[config.mk]
export PLATFORM = sky130hd
export DESIGN_NAME = write_port_scheduler
export DESIGN_NICKNAME = d
export VERILOG_FILES = /design/src/rtl/write_port_scheduler_pkg.sv /design/src/rtl/write_port_scheduler_picker.sv /design/src/rtl/write_port_scheduler.sv
export SDC_FILE = /design/constraint.sdc
export NUM_CORES = 1
export LEC_CHECK = 0
export ABC_AREA = 1
export CORE_AREA = 2 2 124 126
export DETAILED_ROUTE_END_ITERATION = 8
export DIE_AREA = 0 0 126 128
export DONT_BUFFER_PORTS = 1
export MAX_ROUTING_LAYER = met4
export PLACE_DENSITY_LB_ADDON = 0.12
export SLEW_MARGIN = 10
export SYNTH_ARGS = -nofsm -noshare
export SYNTH_HDL_FRONTEND = slang
export SYNTH_SLANG_ARGS = --single-unit
[constraint.sdc]
create_clock -name clk -period 32 [get_ports clk]
set_clock_uncertainty 0.1 [all_clocks]
set_input_delay 8 -clock clk [delete_from_list [all_inputs] [get_ports clk]]
set_output_delay 8 -clock clk [all_outputs]
set_load 0.01 [all_outputs]
[src/rtl/write_port_scheduler_pkg.sv]
// -----------------------------------------------------------------------------
// write_port_scheduler_pkg
// Shared constants and FSM encoding for the SRAM write-port scheduler.
//   NUM_PORTS       number of requesting ingress ports
//   PRIO_W          width of each port's header priority field
//   SEL_W           width of the granted-port index (clog2 of NUM_PORTS)
//   TIMEOUT_CYCLES  grant cycles allowed before the watchdog forces a release
// -----------------------------------------------------------------------------
package write_port_scheduler_pkg;

  localparam int NUM_PORTS      = 16;
  localparam int PRIO_W         = 3;
  localparam int SEL_W          = 4;
  localparam int TIMEOUT_CYCLES = 1024;

  localparam logic [1:0] ST_IDLE    = 2'd0;
  localparam logic [1:0] ST_HOLD    = 2'd1;
  localparam logic [1:0] ST_RELEASE = 2'd2;

  typedef enum logic [1:0] {
    S_IDLE    = ST_IDLE,
    S_HOLD    = ST_HOLD,
    S_RELEASE = ST_RELEASE
  } sched_state_t;

endpackage : write_port_scheduler_pkg

[src/rtl/write_port_scheduler_picker.sv]
// -----------------------------------------------------------------------------
// prio_rr_picker
// Combinational arbiter: highest priority among requesting ports wins; ties
// go to the first matching port found searching upward from i_rr_ptr+1
// (modulo num_of_ports).
//   i_ready     per-port request
//   i_priority  per-port priority, port i at [i*priority_width +: priority_width]
//   i_rr_ptr    last released port (search starts just after it)
//   o_winner    index of the selected port (0 when nothing requests)
//   o_max_p     highest requesting priority (0 when nothing requests)
//   o_any_req   at least one port is requesting
// -----------------------------------------------------------------------------
module prio_rr_picker
  import write_port_scheduler_pkg::*;
#(
  parameter int num_of_ports   = NUM_PORTS,
  parameter int priority_width = PRIO_W,
  parameter int sel_width      = SEL_W
) (
  input  logic [num_of_ports-1:0]                i_ready,
  input  logic [num_of_ports*priority_width-1:0] i_priority,
  input  logic [sel_width-1:0]                   i_rr_ptr,
  output logic [sel_width-1:0]                   o_winner,
  output logic [priority_width-1:0]              o_max_p,
  output logic                                   o_any_req
);

  logic [priority_width-1:0] w_max_p;
  logic [sel_width-1:0]      w_idx;
  logic                      w_found;

  // Pass 1: maximum priority over requesting ports only.
  always_comb begin
    // NOTE: every variable written here gets a default first, so no path
    // leaves it unassigned and no latch is inferred.
    w_max_p = '0;
    for (int i = 0; i < num_of_ports; i++) begin
      if (i_ready[i] && (i_priority[i*priority_width +: priority_width] > w_max_p)) begin
        w_max_p = i_priority[i*priority_width +: priority_width];
      end
    end
  end

  // Pass 2: rotating search from rr_ptr+1; k=num_of_ports revisits rr_ptr
  // itself last, so the previous owner only wins if nobody else ties.
  always_comb begin
    o_winner = '0;
    w_found  = 1'b0;
    w_idx    = '0;
    for (int k = 1; k <= num_of_ports; k++) begin
      w_idx = sel_width'((int'(i_rr_ptr) + k) % num_of_ports);
      if (!w_found && i_ready[w_idx] &&
          (i_priority[w_idx*priority_width +: priority_width] == w_max_p)) begin
        o_winner = w_idx;
        w_found  = 1'b1;
      end
    end
  end

  assign o_max_p   = w_max_p;
  assign o_any_req = |i_ready;

endmodule : prio_rr_picker

[src/rtl/write_port_scheduler.sv]
// -----------------------------------------------------------------------------
// write_port_scheduler
// Grants the shared SRAM write path to one ingress port per packet. The grant
// is held until the owner's eop, or until the watchdog expires. Every release
// passes through RELEASE, so grant is low for at least one cycle between
// packets and never moves directly from one port to another.
//   clk, rst     clock, synchronous active-high reset
//   ready        per-port request (packet head available)
//   priority_in  per-port priority, port i at [i*priority_width +: priority_width]
//   eop          per-port end-of-packet beat (only the owner's is observed)
//   grant        one-hot grant (registered)
//   select       index of the granted port; keeps its value after release
//   grant_valid  high while a grant is held
//   grant_prio   priority latched at grant time
//   timeout_err  one-cycle pulse when the watchdog forces a release
// -----------------------------------------------------------------------------
module write_port_scheduler
  import write_port_scheduler_pkg::*;
#(
  parameter int num_of_ports   = NUM_PORTS,
  parameter int priority_width = PRIO_W,
  parameter int sel_width      = SEL_W,
  parameter int timeout_cycles = TIMEOUT_CYCLES
) (
  input  logic                                   clk,
  input  logic                                   rst,
  input  logic [num_of_ports-1:0]                ready,
  input  logic [num_of_ports*priority_width-1:0] priority_in,
  input  logic [num_of_ports-1:0]                eop,
  output logic [num_of_ports-1:0]                grant,
  output logic [sel_width-1:0]                   select,
  output logic                                   grant_valid,
  output logic [priority_width-1:0]              grant_prio,
  output logic                                   timeout_err
);

  localparam int                WD_W    = (timeout_cycles > 1) ? $clog2(timeout_cycles) : 1;
  localparam logic [WD_W-1:0]   WD_LAST = WD_W'(timeout_cycles - 1);
  localparam logic [num_of_ports-1:0] ONE_HOT_0 = {{(num_of_ports-1){1'b0}}, 1'b1};

  sched_state_t              r_state;
  logic [num_of_ports-1:0]   r_grant;
  logic [sel_width-1:0]      r_select;
  logic                      r_grant_valid;
  logic [priority_width-1:0] r_grant_prio;
  logic                      r_timeout_err;
  logic [sel_width-1:0]      r_rr_ptr;
  logic [WD_W-1:0]           r_wd;

  logic [sel_width-1:0]      w_winner;
  logic [priority_width-1:0] w_max_p;
  logic                      w_any_req;
  logic                      w_owner_eop;

  prio_rr_picker #(
    .num_of_ports   (num_of_ports),
    .priority_width (priority_width),
    .sel_width      (sel_width)
  ) u_picker (
    .i_ready    (ready),
    .i_priority (priority_in),
    .i_rr_ptr   (r_rr_ptr),
    .o_winner   (w_winner),
    .o_max_p    (w_max_p),
    .o_any_req  (w_any_req)
  );

  // Only the owner's eop matters; eop on other ports is ignored.
  assign w_owner_eop = eop[r_select];

  always_ff @(posedge clk) begin
    // NOTE: state is updated with non-blocking assignments so every register
    // samples pre-edge values regardless of statement order.
    if (rst) begin
      r_state       <= S_IDLE;
      r_grant       <= '0;
      r_select      <= '0;
      r_grant_valid <= 1'b0;
      r_grant_prio  <= '0;
      r_timeout_err <= 1'b0;
      r_rr_ptr      <= sel_width'(num_of_ports - 1);
      r_wd          <= '0;
    end else begin
      r_timeout_err <= 1'b0;
      case (r_state)
        S_IDLE: begin
          if (w_any_req) begin
            r_grant       <= ONE_HOT_0 << w_winner;
            r_select      <= w_winner;
            r_grant_valid <= 1'b1;
            r_grant_prio  <= w_max_p;
            r_wd          <= '0;
            r_state       <= S_HOLD;
          end
        end
        S_HOLD: begin
          // eop is checked first so it wins over a simultaneous timeout.
          if (w_owner_eop) begin
            r_grant       <= '0;
            r_grant_valid <= 1'b0;
            r_rr_ptr      <= r_select;
            r_state       <= S_RELEASE;
          end else if (r_wd == WD_LAST) begin
            r_grant       <= '0;
            r_grant_valid <= 1'b0;
            r_rr_ptr      <= r_select;
            r_timeout_err <= 1'b1;
            r_state       <= S_RELEASE;
          end else if (r_wd != '1) begin
            r_wd <= r_wd + 1'b1;
          end
        end
        S_RELEASE: begin
          r_wd    <= '0;
          r_state <= S_IDLE;
        end
        default: begin
          r_grant       <= '0;
          r_grant_valid <= 1'b0;
          r_wd          <= '0;
          r_state       <= S_IDLE;
        end
      endcase
    end
  end

  assign grant       = r_grant;
  assign select      = r_select;
  assign grant_valid = r_grant_valid;
  assign grant_prio  = r_grant_prio;
  assign timeout_err = r_timeout_err;

endmodule : write_port_scheduler

==> out/results.txt <==
Fillers: 1579
Setup Buffers After CTS: 0
global-route wire length before repair: 38.5 mm
Die X: 126 µm
antenna violations before repair: 0
clock-pin slew on the worst setup and hold paths: 0.06 ns
EDFF count, synth: 0
n_diodes: 0
synthesized area: 7980 µm²
total number of vias: 8606
Storage cell area: 825 µm²
max incr delay on CP: 0.33 ns
Clock Tree Buf Depth: 2
DP HPWL: 19.2 mm
Post-Syn Nets: 1484
vias in the first global route: 7688
Hold/Removal Path Class: reg2reg
yosys warns: 0
Multi-input gate area: 6290 µm²
drt drc: 0
Synth Instances: 1375
commonest non-fill, non-tap cell in the layout: nand2_1
Seq/Total Area, Yosys: 10.3%
cell depth of the worst min-delay path: 2
mean post-synth cell area: 5.80 µm²
reg-to-reg critical path startpoint: r_rr_ptr[0]
Placed Instances: 1525
Clock Root Buffer: clkbuf_16
outcome: complete, no violations
fmax: 36.4 MHz
RSZ-0062 raised after global routing: false
final worst setup slack: 4.54 ns
GPL Wtd Cong: 0.982
Initial Utilization: 53.7%
final instance area: 8260 µm²
R2R depth: 25
startpoint types: input port
# resized after CTS: 0
Hold Crit Start: r_wd[4]
Critical Path AT: 27.57 ns
TritonCTS Buffers: 5
htree depth: 2
IO Pins: 107
IO buf count: 0
Period Utilization, post-route: 85.8%
Final Critical Period: 27.46 ns
core area: 14900 µm²
ys flop type: dfxtp_1
WL/cell: 15.5 µm
Yosys cell types: 49
Setup TNS: 0 ns
R2R Path End: grant[11]
row count: 45
CP dominant cell by count: ha_1
CP required: 32.11 ns
asr flop ratio synth: 0%
Via density: 5.61
Detail Route Antenna Nets: 0
Sink Count: 41
nets: 1453
Reg2Reg Setup Slack: 25.25 ns
maximum fanout along the worst path: 16
CP max stage cell: ha_1
DP Area: 8120 µm²
Fin. Hold Viols: 0
initial DRC count: 758
Die ar.: 16100 µm²
Synth-to-Final Area Change: 3.56%
final std cells w/o fill: 1533
Worst Max-Slew Pin Slew: 1.17 ns
Hold Path Sink: r_wd[4]
worst skew pair latency: 0.28 ns
CTS tree: built
Setup Viol. Count Final: 0
Worst slew margin: 21.7%
TritonRoute pass-1 iters: 5
WS Path Type: in2reg
Slew Viols, Final: 0
CP Capture Type: flop
most frequent cells in the layout: 354 x nand2_1, 169 x inv_1, 164 x o21ai_0
Hold Buf Count CTS: 0
Place WS: 4.40 ns
synthesized flop and latch total: 41
Overflow after GRT: 0
drt total wl: 23.8 mm
gr usage total: 29.8%
fraction of layout cells with a size suffix above 1: 9.67%
max cap viols: 0
die height: 128 µm
largest net degree at the start of global routing: 114
-- critical path: cells and delay by family --
family / cells / cell delay (ns)
buffers and inverters: 6 / 0.93
AO/OA/AOI/OAI: 26 / 3.79
adder cells (fa/ha/maj): 15 / 4.15
AND/OR/NAND/NOR: 78 / 10.64
-- layer usage --
| metal | vias up | global-route usage, % | wire length (µm) |
|---|---|---|---|
| met5 | - | - | 0 |
| met4 | 0 | 6.27 | 500 |
| met3 | 39 | 4.84 | 1840 |
| met2 | 239 | 46.6 | 10500 |
| met1 | 3825 | 40.8 | 11000 |
| li1 | 4503 | - | - |
-- Yosys cell counts (7+ instances only) --
library cell  count  area share (%)
nand2_1         354              17
inv_1           169             8.0
o21ai_0         164              10
mux2i_1         104              13
nor2_1           86             4.0
nand3_1          74             4.6
a21oi_1          62             3.9
dfxtp_1          41              10
clkbuf_1         38             1.8
nand4_1          32             2.5
or2_2            32             2.5
nand2_2          31             2.4
ha_1             27             4.2
xor2_1           27             3.0
nand3_2          25             3.1
o211ai_1         14             1.3
nor3_1           13            0.82
clkinv_1         10            0.47
buf_1             7            0.33
nor4_1            7            0.55
-- stage by stage --
stage	hold WS, ns	util, %
after floorplan	0.347	-
after global placement	0.360	54.6
after detailed placement	0.371	54.6
after CTS	0.384	55.6
after global routing	0.400	55.6
final	0.382	55.6
-- logic make-up after synthesis --
| group | after synthesis | synth area share, % |
|---|---|---|
| multiplexers | 105 | 13.2 |
| flip-flops | 41 | 10.3 |
| XOR/XNOR | 29 | 3.18 |
| adder cells (fa/ha/maj) | 27 | 4.23 |
| AND/OR/NAND/NOR | 676 | 40.1 |
| AO/OA/AOI/OAI | 266 | 18.1 |
| buffers and inverters | 231 | 11.0 |
-- worst max path at each step --
stage | startpoint | endpoint | slack, ns | cells after the start
after floorplan | priority_in[2] | grant[0] | 6.35 | 125
after global placement | priority_in[2] | grant[9] | 4.91 | 125
after detailed placement | priority_in[2] | grant[9] | 4.40 | 125
after CTS | priority_in[2] | grant[11] | 4.63 | 125
after global routing | priority_in[2] | grant[9] | 2.26 | 132
final | priority_in[2] | grant[11] | 4.54 | 125
-- sequential cells by signal (all words and copies together), names as in the netlist --
name         count
grant_prio       3
r_state          2
r_rr_ptr         4
timeout_err      1
select           4
r_wd            10
grant           16
grant_valid      1
-- final cells by class --
cell class,instances,share of cell area (%)
Clock buffer,8,1.77
Multi-Input combinational cell,1103,76.1
Inverter,182,8.27
Tap cell,188,2.85
Sequential cell,41,9.98
Timing Repair Buffer,11,0.999
Power is left out: the tool's default activity adds up to more than one toggle a clock period on the data nets, which glitch-free logic cannot reach.
==> variant: new RTL, same flow settings <==
The package constant `TIMEOUT_CYCLES` goes from 1024 to 512.
--- a/src/rtl/write_port_scheduler_pkg.sv
+++ b/src/rtl/write_port_scheduler_pkg.sv
@@ -12,5 +12,5 @@
   localparam int PRIO_W         = 3;
   localparam int SEL_W          = 4;
-  localparam int TIMEOUT_CYCLES = 1024;
+  localparam int TIMEOUT_CYCLES = 512;
 
   localparam logic [1:0] ST_IDLE    = 2'd0;
Check against the original RTL: not settled (the Yosys comparison gave no result); the edit may change what the design does.
==> variant against the original RTL <==
Area after synthesis increased by 3.1%. Worst setup slack improved by 0.41 ns. Critical path type unchanged. Utilization increased by 0.86 points. Count of clock-buffer cells in the layout decreased by 2. Final area increased by 1.5%. Sequential cell count decreased by 1. Wire length increased by 4.3%. Maximum frequency increased by 1.5%. Register-to-register slack got worse by 0.31 ns.
Power is not shown: default switching activity piles up to over one toggle a cycle in this logic, so the estimate is an artifact.
==> variant: results (changes against the original RTL) <==
Status -> finished, final reports clean
Highest-delay cell along the critical path -> a2111oi_0
Post-Place Cell Area -> 8228 sq um (+1.4%)
Dpl ws -> 4.689 ns (+0.2905 ns)
End point of the worst hold path -> r_wd[4]
Post-synth top cells -> nand2_1 (369), inv_1 (188), o21ai_0 (161)
HPWL after detailed placement -> 20110 microns (+4.8%)
CP Max Fanout -> 15 (-1)
Design area -> 8391 sq um (+1.5%)
M1 WL -> 11000 microns (+0.36%)
Met2 wire length -> 11110 microns (+6.2%)
Yosys cell types -> 50 (+2.0%)
Crit path to -> grant[4]
Top post-synthesis cells by area -> nand2_1 (17%), mux2i_1 (13%), o21ai_0 (9.8%)
GP Congestion -> 0.9790 (-0.29%)
Share of cells above drive strength 1 -> 0.1050 (+0.008302)
Worst EP arrival -> 27.15 ns (-0.42 ns)
First-pass GRT wire length -> 40010 microns (+3.8%)
Number of global-route vias before repair -> 8009 (+4.2%)
Met2 Resource Use GR -> 0.4921 (+0.02657)
Met3 GRT Util -> 0.04800 (-0.0004174)
WL/cell -> 15.88 microns (+2.5%)
Sequential area share after synthesis -> 0.09731 (-0.005561)
Largest net degree at the start of global routing -> 123 (+7.9%)
R2R setup slack -> 24.94 ns (-0.31 ns)
Drt via density -> 5.681 (+1.2%)
Fillcell total -> 1568 (-0.70%)
Slew headroom -> 0.2065 (-0.01022)
DR WL met3 -> 1867 microns (+1.6%)
Setup WS post-layout -> 4.951 ns (+0.4084 ns)
variant: final cells by class:
class,count,area share
multi-input cells,1110,0.7574
flip-flops and latches,40,0.09588
inverters,206,0.09216
repair buffers,8,0.007158
well taps,188,0.02803
clock inverters,2,0.001491
clock buffers,6,0.01789
variant: cell families after synthesis:
kind of cell / Yosys count / share of synthesized area
and+or+nand+nor: 685 / 0.3956
muxes: 103 / 0.1253
AOI/OAI and AO/OA: 265 / 0.1761
adders and majority gates: 28 / 0.04257
DFF: 40 / 0.09731
buffers and inverters: 260 / 0.1314
xor gates and xnor gates: 29 / 0.03178
variant: metrics by stage:
| stage | hold WS (ns) | std cells |
|---|---|---|
| after floorplan | 0.3237 | 1410 |
| after global placement | 0.3474 | 1552 |
| after detailed placement | 0.3497 | 1552 |
| after CTS | 0.3585 | 1560 |
| after global routing | 0.4025 | 1560 |
| final | 0.3527 | 1560 |
